==> src/rtl/mem_access_unit.sv <==
// mem_access_unit
// Memory-stage data-access engine. It turns a valid load/store from the EX/MEM
// register into one bus request/response transaction. It performs byte-lane
// steering, generates write strobes, and sign/zero-extends load data. Results
// and fault pulses are registered so they line up with the MEM/WB register.
//
// Ports
//   clk, reset_n          clock, asynchronous active-low reset
//   flush                 blocks a new access from starting (ignored once issued)
//   ex_valid              EX/MEM slot holds a valid instruction
//   ex_mem_read/write     load / store request
//   ex_funct3             [1:0] size (B/H/W/D), [2] zero-extend
//   ex_addr, ex_wdata     byte address, right-aligned store data
//   hold_out              combinational stall back to EX/MEM
//   bus_req_*             request channel (valid/ready, we, addr, wdata, wstrb)
//   bus_rsp_*             response channel (valid, rdata, err), always accepted
//   load_data_out         extended load result, held until the next load
//   mem_done              one-cycle completion pulse
//   access_fault          one-cycle pulse on a bus error response
//   misaligned            one-cycle pulse on an alignment violation
//   fault_is_store        qualifies access_fault / misaligned
//   fault_addr            faulting ex_addr
`ifndef XLEN
`define XLEN 32
`endif

module mem_access_unit #(
  parameter int XLEN = `XLEN
) (
  input  logic              clk,
  input  logic              reset_n,
  input  logic              flush,
  input  logic              ex_valid,
  input  logic              ex_mem_read,
  input  logic              ex_mem_write,
  input  logic [2:0]        ex_funct3,
  input  logic [XLEN-1:0]   ex_addr,
  input  logic [XLEN-1:0]   ex_wdata,
  output logic              hold_out,
  output logic              bus_req_valid,
  input  logic              bus_req_ready,
  output logic              bus_req_we,
  output logic [XLEN-1:0]   bus_req_addr,
  output logic [XLEN-1:0]   bus_req_wdata,
  output logic [XLEN/8-1:0] bus_req_wstrb,
  input  logic              bus_rsp_valid,
  input  logic [XLEN-1:0]   bus_rsp_rdata,
  input  logic              bus_rsp_err,
  output logic [XLEN-1:0]   load_data_out,
  output logic              mem_done,
  output logic              access_fault,
  output logic              misaligned,
  output logic              fault_is_store,
  output logic [XLEN-1:0]   fault_addr
);

  localparam int STRBW = XLEN / 8;
  localparam int OFFW  = $clog2(STRBW);

  localparam logic [1:0] ST_IDLE = 2'd0;
  localparam logic [1:0] ST_REQ  = 2'd1;
  localparam logic [1:0] ST_WAIT = 2'd2;

  // Doubleword accesses degrade to word accesses on a 32-bit datapath.
  function automatic logic [1:0] norm_size(input logic [1:0] sz);
    if (XLEN == 32 && sz == 2'b11) begin
      return 2'b10;
    end else begin
      return sz;
    end
  endfunction

  function automatic logic is_misaligned(input logic [1:0] sz, input logic [2:0] a);
    case (sz)
      2'b00:   return 1'b0;
      2'b01:   return (a[0] != 1'b0);
      2'b10:   return (a[1:0] != 2'b00);
      2'b11:   return (a[2:0] != 3'b000);
      default: return 1'b0;
    endcase
  endfunction

  function automatic logic [STRBW-1:0] size_mask(input logic [1:0] sz);
    case (sz)
      2'b00:   return STRBW'(8'h01);
      2'b01:   return STRBW'(8'h03);
      2'b10:   return STRBW'(8'h0F);
      default: return {STRBW{1'b1}};
    endcase
  endfunction

  // Left-justify the access-sized field, then shift back logically (zero
  // extend) or arithmetically (sign extend); a full-width access is a no-op.
  function automatic logic [XLEN-1:0] extend(input logic [XLEN-1:0] d,
                                             input logic [1:0] sz,
                                             input logic uns);
    int sh;
    logic [XLEN-1:0] t;
    sh = XLEN - int'(32'd8 << sz);
    t  = d << sh;
    if (uns) begin
      return t >> sh;
    end else begin
      return $signed(t) >>> sh;
    end
  endfunction

  logic [1:0]       state_r;
  logic [XLEN-1:0]  lat_addr_r;
  logic             lat_we_r;
  logic [1:0]       lat_size_r;
  logic             lat_uns_r;
  logic [XLEN-1:0]  lat_wdata_r;
  logic [STRBW-1:0] lat_wstrb_r;

  logic [XLEN-1:0]  load_data_r;
  logic             mem_done_r;
  logic             access_fault_r;
  logic             misaligned_r;
  logic             fault_is_store_r;
  logic [XLEN-1:0]  fault_addr_r;

  logic [1:0]       size_s;
  logic [OFFW-1:0]  off_s;
  logic             req_s;
  logic             mis_s;
  logic             start_s;
  logic [XLEN-1:0]  wdata_s;
  logic [STRBW-1:0] wstrb_s;
  logic [XLEN-1:0]  rsp_shifted_s;

  // Decode the EX/MEM slot: start qualification, alignment, lane steering.
  always_comb begin
    size_s  = norm_size(ex_funct3[1:0]);
    off_s   = ex_addr[OFFW-1:0];
    req_s   = ex_valid & (ex_mem_read | ex_mem_write) & ~flush & (state_r == ST_IDLE);
    mis_s   = is_misaligned(size_s, ex_addr[2:0]);
    start_s = req_s & ~mis_s;
    wdata_s = ex_wdata << {off_s, 3'b000};
    if (ex_mem_write) begin
      wstrb_s = size_mask(size_s) << off_s;
    end else begin
      wstrb_s = {STRBW{1'b0}};
    end
    rsp_shifted_s = bus_rsp_rdata >> {lat_addr_r[OFFW-1:0], 3'b000};
  end

  // Request channel: driven straight from the slot in the start cycle,
  // from the latched copy while waiting for acceptance.
  always_comb begin
    bus_req_valid = 1'b0;
    bus_req_we    = lat_we_r;
    bus_req_addr  = {lat_addr_r[XLEN-1:OFFW], {OFFW{1'b0}}};
    bus_req_wdata = lat_wdata_r;
    bus_req_wstrb = lat_wstrb_r;
    if (state_r == ST_IDLE) begin
      bus_req_valid = start_s;
      bus_req_we    = ex_mem_write;
      bus_req_addr  = {ex_addr[XLEN-1:OFFW], {OFFW{1'b0}}};
      bus_req_wdata = wdata_s;
      bus_req_wstrb = wstrb_s;
    end else if (state_r == ST_REQ) begin
      bus_req_valid = 1'b1;
    end else begin
      bus_req_valid = 1'b0;
    end
  end

  // Stall EX/MEM from the start cycle until the response cycle.
  always_comb begin
    hold_out = 1'b0;
    case (state_r)
      ST_IDLE: hold_out = start_s;
      ST_REQ:  hold_out = 1'b1;
      ST_WAIT: hold_out = ~bus_rsp_valid;
      default: hold_out = 1'b0;
    endcase
  end

  // Transaction FSM, request latch and registered results/fault pulses.
  always_ff @(posedge clk or negedge reset_n) begin
    if (!reset_n) begin
      state_r          <= ST_IDLE;
      lat_addr_r       <= {XLEN{1'b0}};
      lat_we_r         <= 1'b0;
      lat_size_r       <= 2'b00;
      lat_uns_r        <= 1'b0;
      lat_wdata_r      <= {XLEN{1'b0}};
      lat_wstrb_r      <= {STRBW{1'b0}};
      load_data_r      <= {XLEN{1'b0}};
      mem_done_r       <= 1'b0;
      access_fault_r   <= 1'b0;
      misaligned_r     <= 1'b0;
      fault_is_store_r <= 1'b0;
      fault_addr_r     <= {XLEN{1'b0}};
    end else begin
      mem_done_r     <= 1'b0;
      access_fault_r <= 1'b0;
      misaligned_r   <= 1'b0;
      case (state_r)
        ST_IDLE: begin
          if (req_s && mis_s) begin
            misaligned_r     <= 1'b1;
            fault_is_store_r <= ex_mem_write;
            fault_addr_r     <= ex_addr;
          end else if (start_s) begin
            lat_addr_r  <= ex_addr;
            lat_we_r    <= ex_mem_write;
            lat_size_r  <= size_s;
            lat_uns_r   <= ex_funct3[2];
            lat_wdata_r <= wdata_s;
            lat_wstrb_r <= wstrb_s;
            state_r     <= bus_req_ready ? ST_WAIT : ST_REQ;
          end
        end
        ST_REQ: begin
          if (bus_req_ready) begin
            state_r <= ST_WAIT;
          end
        end
        ST_WAIT: begin
          if (bus_rsp_valid) begin
            state_r <= ST_IDLE;
            if (bus_rsp_err) begin
              access_fault_r   <= 1'b1;
              fault_is_store_r <= lat_we_r;
              fault_addr_r     <= lat_addr_r;
            end else begin
              mem_done_r <= 1'b1;
              if (!lat_we_r) begin
                load_data_r <= extend(rsp_shifted_s, lat_size_r, lat_uns_r);
              end
            end
          end
        end
        default: state_r <= ST_IDLE;
      endcase
    end
  end

  assign load_data_out  = load_data_r;
  assign mem_done       = mem_done_r;
  assign access_fault   = access_fault_r;
  assign misaligned     = misaligned_r;
  assign fault_is_store = fault_is_store_r;
  assign fault_addr     = fault_addr_r;

endmodule

==> config.mk <==
export PLATFORM = sky130hd
export DESIGN_NAME = mem_access_unit
export DESIGN_NICKNAME = d
export VERILOG_FILES = /design/src/rtl/mem_access_unit.sv
export SDC_FILE = /design/constraint.sdc
export NUM_CORES = 1
export LEC_CHECK = 0
export BUFFER_PORTS_ARGS = -buffer_cell sky130_fd_sc_hd__buf_2
export CORE_AREA = 4 4 132 134
export CTS_CLUSTER_SIZE = 16
export DETAILED_ROUTE_END_ITERATION = 16
export DIE_AREA = 0 0 136 138
export GPL_TIMING_DRIVEN = 0
export PLACE_DENSITY = 0.76
export SLEW_MARGIN = 40
export SYNTH_ARGS = -nofsm -noshare
export SYNTH_HDL_FRONTEND = slang
export SYNTH_SLANG_ARGS = --single-unit
==> constraint.sdc <==
create_clock -name clk -period 3.29 [get_ports clk]
set_input_delay 0.4935 -clock clk [delete_from_list [all_inputs] [get_ports clk]]
set_output_delay 0.4935 -clock clk [all_outputs]
set_load 0.005 [all_outputs]
**Yosys cells after proc, flatten, opt, wreduce, memory -nomap -nowiden**

Index checks and enable logic that the tools add are counted.

- Bits in registers: 142
- Bits in latches: 0
- Memory bits (writable): 0
- ROM bits: 0
- Bits of input ports: 108
- Output and inout bits: 139
- Word-level logic and storage cells: 89
- Memories: 0

- $add $sub $neg: 1
- Multipliers: 0
- Div/mod/pow operators: 0
- Magnitude comparators: 0
- Equality and inequality tests: 12
- Shifts and indexed selects: 7
- Mux-type cells: 35
- Bitwise gates (word level): 11
- Reductions and logical operators: 10

Operator list:

| cell | number |
|---|---|
| 2-to-1 mux 32 bit | 6 |
| one-hot mux 32 bit (2 select lines) | 1 |
| left shift 32 x 32 -> 32 bit | 1 |
| left shift 32 x 5 -> 32 bit | 1 |
| left shift 4 x 2 -> 32 bit (first input constant) | 1 |
| >> shifter 32 x 32 -> 32 bit | 1 |
| >> shifter 32 x 5 -> 32 bit | 1 |
| >>> shifter 32 x 32 -> 32 bit | 1 |
| subtractor 7 x 32 -> 32 bit (first input constant) | 1 |
| 2-to-1 mux 1 bit | 14 |
| 2-to-1 mux 2 bit | 6 |
| 2-to-1 mux 4 bit | 3 |
| AND reduction 4 bit | 3 |
| != test 2 bit (second input constant) | 5 |
| equality test 2 bit (second input constant) | 4 |
| one-hot mux 4 bit (2 select lines) | 1 |
| NOT 1 bit | 6 |
| one-hot mux 2 bit (3 select lines) | 1 |
| bitwise AND 1 bit | 4 |
| equality test 2 x 1 -> 1 bit (second input constant) | 2 |
| logical NOT 2 bit | 2 |
| one-hot mux 1 bit (4 select lines) | 1 |
| nonzero test 2 bit | 2 |
| left shift 4 x 2 -> 4 bit | 1 |
| 7 further kinds | 7 |

**Depth between registers and ports, before layout**

- Depth after elaboration: 9
- Gate-level depth with buffers: 8
- Gate-level depth less buffers: 4

**Worst setup path before layout**

No wires, ideal clock.

- Path type: input -> output
- Start point: input ex_addr[1]
- End point: output hold_out
- Data arrival time: 1,769 ps
- Data required time: 2,796 ps
- Slack: 1,028 ps
- Stages: 6
- Path buffers: 2
- Path through: clkbuf_1 > or2_2 > a2111o_1 > buf_2 > a21boi_0 > o21ai_0

- Cells in the longest elaborated chain, start to end: 5
- Elaborated cells on any way between the ends: 6
- Classes of those cells: mux: 2; bitwise: 2; reduce/logical: 2

RTL lines:

| element | line | text |
|---|---|---|
| from (decl) | 37 | `input logic [XLEN-1:0] ex_addr,` |
| nonzero test 3 bit or nonzero test 2 bit (tied branches) | 78, 77 |  |
| one-hot mux 1 bit (4 select lines) (*) | 74 | `case (sz)` |
| NOT 1 bit (*) | 138 | `start_s = req_s & ~mis_s;` |
| bitwise AND 1 bit (*) | 138 |  |
| one-hot mux 1 bit (3 select lines) (*) | 172 | `case (state_r)` |
| to (decl) | 39 | `output logic hold_out,` |

Mark *: on every way between the ends. The rest lies on a longest branch, timed or not.

**Final worst setup path**

- Start point: input ex_addr[0]
- End point: output bus_req_wdata[25]

- Cells in the longest elaborated chain, start to end: 2

RTL lines:

| element | line | text |
|---|---|---|
| left shift 32 x 5 -> 32 bit | 139 | `wdata_s = ex_wdata << {off_s, 3'b000};` |
| 2-to-1 mux 32 bit | 156 | `if (state_r == ST_IDLE) begin` |
| to (decl) | 44 | `output logic [XLEN-1:0] bus_req_wdata,` |

Every way passes these cells.

==> impl_metrics.py <==
metrics = {
    "min_path": {
        "hp-class": "in -> async",
    },
    "floorplan": {
        "die_h_um": 138,
        "coreArea_um2": 16300,
        "die_w_um": 136,
        "fp.dieArea_um2": 18800,
        "start_util": 0.481,
        "io_pins": 247,
        "rows": 47,
    },
    "global_route": {
        "met1_usage": 0.353,
        "use_met2": 0.396,
        "grt_busiest_layer": "met2",
        "grt_use_met3": 0.0411,
        "grtUsageTotal": 0.255,
        "grt_pass1_vias": 7167,
        "antenna_found_initial": 3,
        "grt_overflow_total": 0,
        "grt_pass1_wl_mm": 37.9,
        "grt_start_max_net_pins": 73,
    },
    "timing": {
        "hold_violations": 0,
        "period_minus_slack_ns": 3.00,
        "relSlewSlack": 0.459,
        "rsz0062_at_grt": "no",
        "fin_skew_ns": 0.0104,
        "maxSlewViolCount": 0,
        "setup-violations-final": 0,
        "fin_tns_setup_ns": 0,
        "fin_hold_ws_ns": 0.0175,
        "tightest_slew_ns": 0.811,
        "min_period_over_period": 0.911,
        "max_freq_mhz": 334,
    },
    "detailed_routing": {
        "firstDrtPassIters": 5,
        "drtAntennaViolNets": 0,
        "route.detailed.drc": 0,
        "vias": 7350,
        "drtIter0Drc": 581,
        "wirelength_mm": 24.1,
        "drt-wirelength-per-cell_um": 17.6,
        "via_per_inst": 5.38,
    },
    "final_layout": {
        "drive_above_1_share": 0.344,
        "syn_to_final_growth_pct": 27.6,
        "layout.cells.non_filler": 1366,
        "nets": 1239,
        "fin_util": 0.614,
        "fillers": 1433,
    },
    "worst_setup_path": {
        "cp_max_fo": 10,
        "cp.arrival_ns": 2.50,
        "critPathCaptureType": "primary output",
        "criticalPathCategory": "in -> out",
        "cp-start-kind": "input port",
        "required_ns": 2.80,
    },
    "run": {
        "cap_violations": 0,
    },
    "status": {
        "outcome": "finished, final reports clean",
    },
    "clock_network": {
        "cts_setup_buffers": 0,
        "cts_tree": "yes",
        "root_buffer": "clkbuf_16",
        "cts_num_sinks": 142,
        "path_clk_slew_ns": 0.06,
        "clk_latency_ns": 0.43,
        "ctsHtreeMaxLevel": 4,
        "hold_buffers": 0,
        "cts_made_buffers": 17,
        "ctsResizeCount": 0,
        "clockBufferDepth": 2,
    },
    "power": {
        "powerDensity_nw_per_um2": 703,
        "p_total_uw": 7030,
        "irDropWorstVdd_mv": 0.424,
        "power.leakage_uw": 0.00521,
    },
    "place": {
        "dp.final_hpwl_mm": 17.5,
        "gp_congestion": 0.851,
        "dp.cells": 1332,
        "portBuffers": 242,
    },
    "logic_synthesis": {
        "synth_area_leaders": "dfrtp_1 45%, nand2_1 13%, mux2_2 8.8%",
        "yosysTopAreaCell": "dfrtp_1",
        "ys.flop_type": "dfrtp_1",
        "ys_seq_area_frac": 0.453,
        "synthDistinctLibCells": 51,
        "synth_top_cell_area_share": 0.453,
        "synth_edf_count": 0,
        "syn_area_per_cell_um2": 9.03,
        "async_flop_share": 1.00,
        "syn_area_um2": 7840,
        "ys_seq_elements": 142,
        "yosys-top-cells-count": "277 x nand2_1, 142 x dfrtp_1, 68 x o21ai_0",
        "synth_most_common_cell": "nand2_1",
        "synth_warnings": 0,
        "syn_inst": 868,
    },
}
[cells by family (layout without fill, tap and decap cells)]
| logic type | count (synthesis) | after routing | share of synthesized area |
|---|---|---|---|
| compound gates | 162 | 162 | 0.122 |
| other cells | 1 | 4 | 0.000478 |
| xor+xnor | 1 | 1 | 0.00112 |
| buf+inv | 72 | 347 | 0.0449 |
| flops | 142 | 142 | 0.453 |
| mux | 124 | 124 | 0.189 |
| simple gates | 366 | 366 | 0.190 |
[final timing paths]
check                           startpoint  depth (start not counted)  slack, ns                 to
max                             ex_addr[0]                          8       0.29  bus_req_wdata[25]
min                                reset_n                          1       0.02  load_data_out[18]
max in group asynchronous          reset_n                          2       2.51     lat_addr_r[30]
min reg2reg                lat_wdata_r[21]                          2       0.48    lat_wdata_r[21]
max reg2reg                     state_r[1]                          7       1.09    lat_wdata_r[23]
min in group clk             bus_req_ready                          2       0.24         state_r[0]
[flip-flops by register name, indices dropped and copies added (netlist names)]
signal and cells:
access_fault 1, fault_addr 32, fault_is_store 1, lat_addr_r 32
lat_size_r 2, lat_uns_r 1, lat_wdata_r 32, lat_we_r 1
lat_wstrb_r 4, load_data_out 32, mem_done 1, misaligned 1
state_r 2
[placed cells by master (no fill, tap or decap), types with 5 or more instances in the layout]
cell type  netlist  final
clkbuf_1        43     43
nor2_1          53     53
nand3b_1         5      5
inv_1            7      7
o21ai_0         68     68
buf_2           14    255
clkbuf_16        0     17
and2_1           5      5
mux2_4          30     30
mux2i_1         32     32
nand2_1        277    277
a22o_1          16     16
dfrtp_1        142    142
a21oi_1         50     50
mux2_2          61     61
a211oi_1         8      8
[metrics by stage]
| step | instance area [um^2] | worst slack [ns] |
|---|---|---|
| global route | 10000 | 0.110 |
| floorplan | 7840 | 1.03 |
| CTS | 10000 | 0.318 |
| detailed placement | 9370 | 0.322 |
| finish | 10000 | 0.294 |
| global placement | 9330 | -0.392 |
[per-layer routing]
| metal | vias to the layer above | part of all wire |
|---|---|---|
| met5 | - | 0.00037 |
| met2 | 328 | 0.47 |
| li1 | 3460 | - |
| met4 | 2 | 0.025 |
| met1 | 3506 | 0.44 |
| met3 | 54 | 0.067 |
[power by group]
part	switching (uW)	internal, uW
clock network	778	1290
logic	1140	1140
registers	351	2340
[critical path, stage by stage]
cell,delay [ns]
clkbuf_1,0.32
buf_2,0.33
buf_1,0.57
mux2i_1,0.26
nor2_1,0.06
a21oi_1,0.16
o21ai_0,0.13
buf_2,0.17
[final cells by class]
class / count / area, um^2 / share of cell area
inverters: 7 / 26.3 / 0.00263
flip-flops and latches: 142 / 3550 / 0.355
diodes: 2 / 5.00 / 0.000500
clock buffers: 18 / 439 / 0.0439
clock inverters: 14 / 190 / 0.0190
plain buffers: 65 / 325 / 0.0325
repair buffers: 243 / 1250 / 0.125
well taps: 220 / 275 / 0.0275
multi-input cells: 655 / 3940 / 0.394
(Power assumes the default switching activity.)
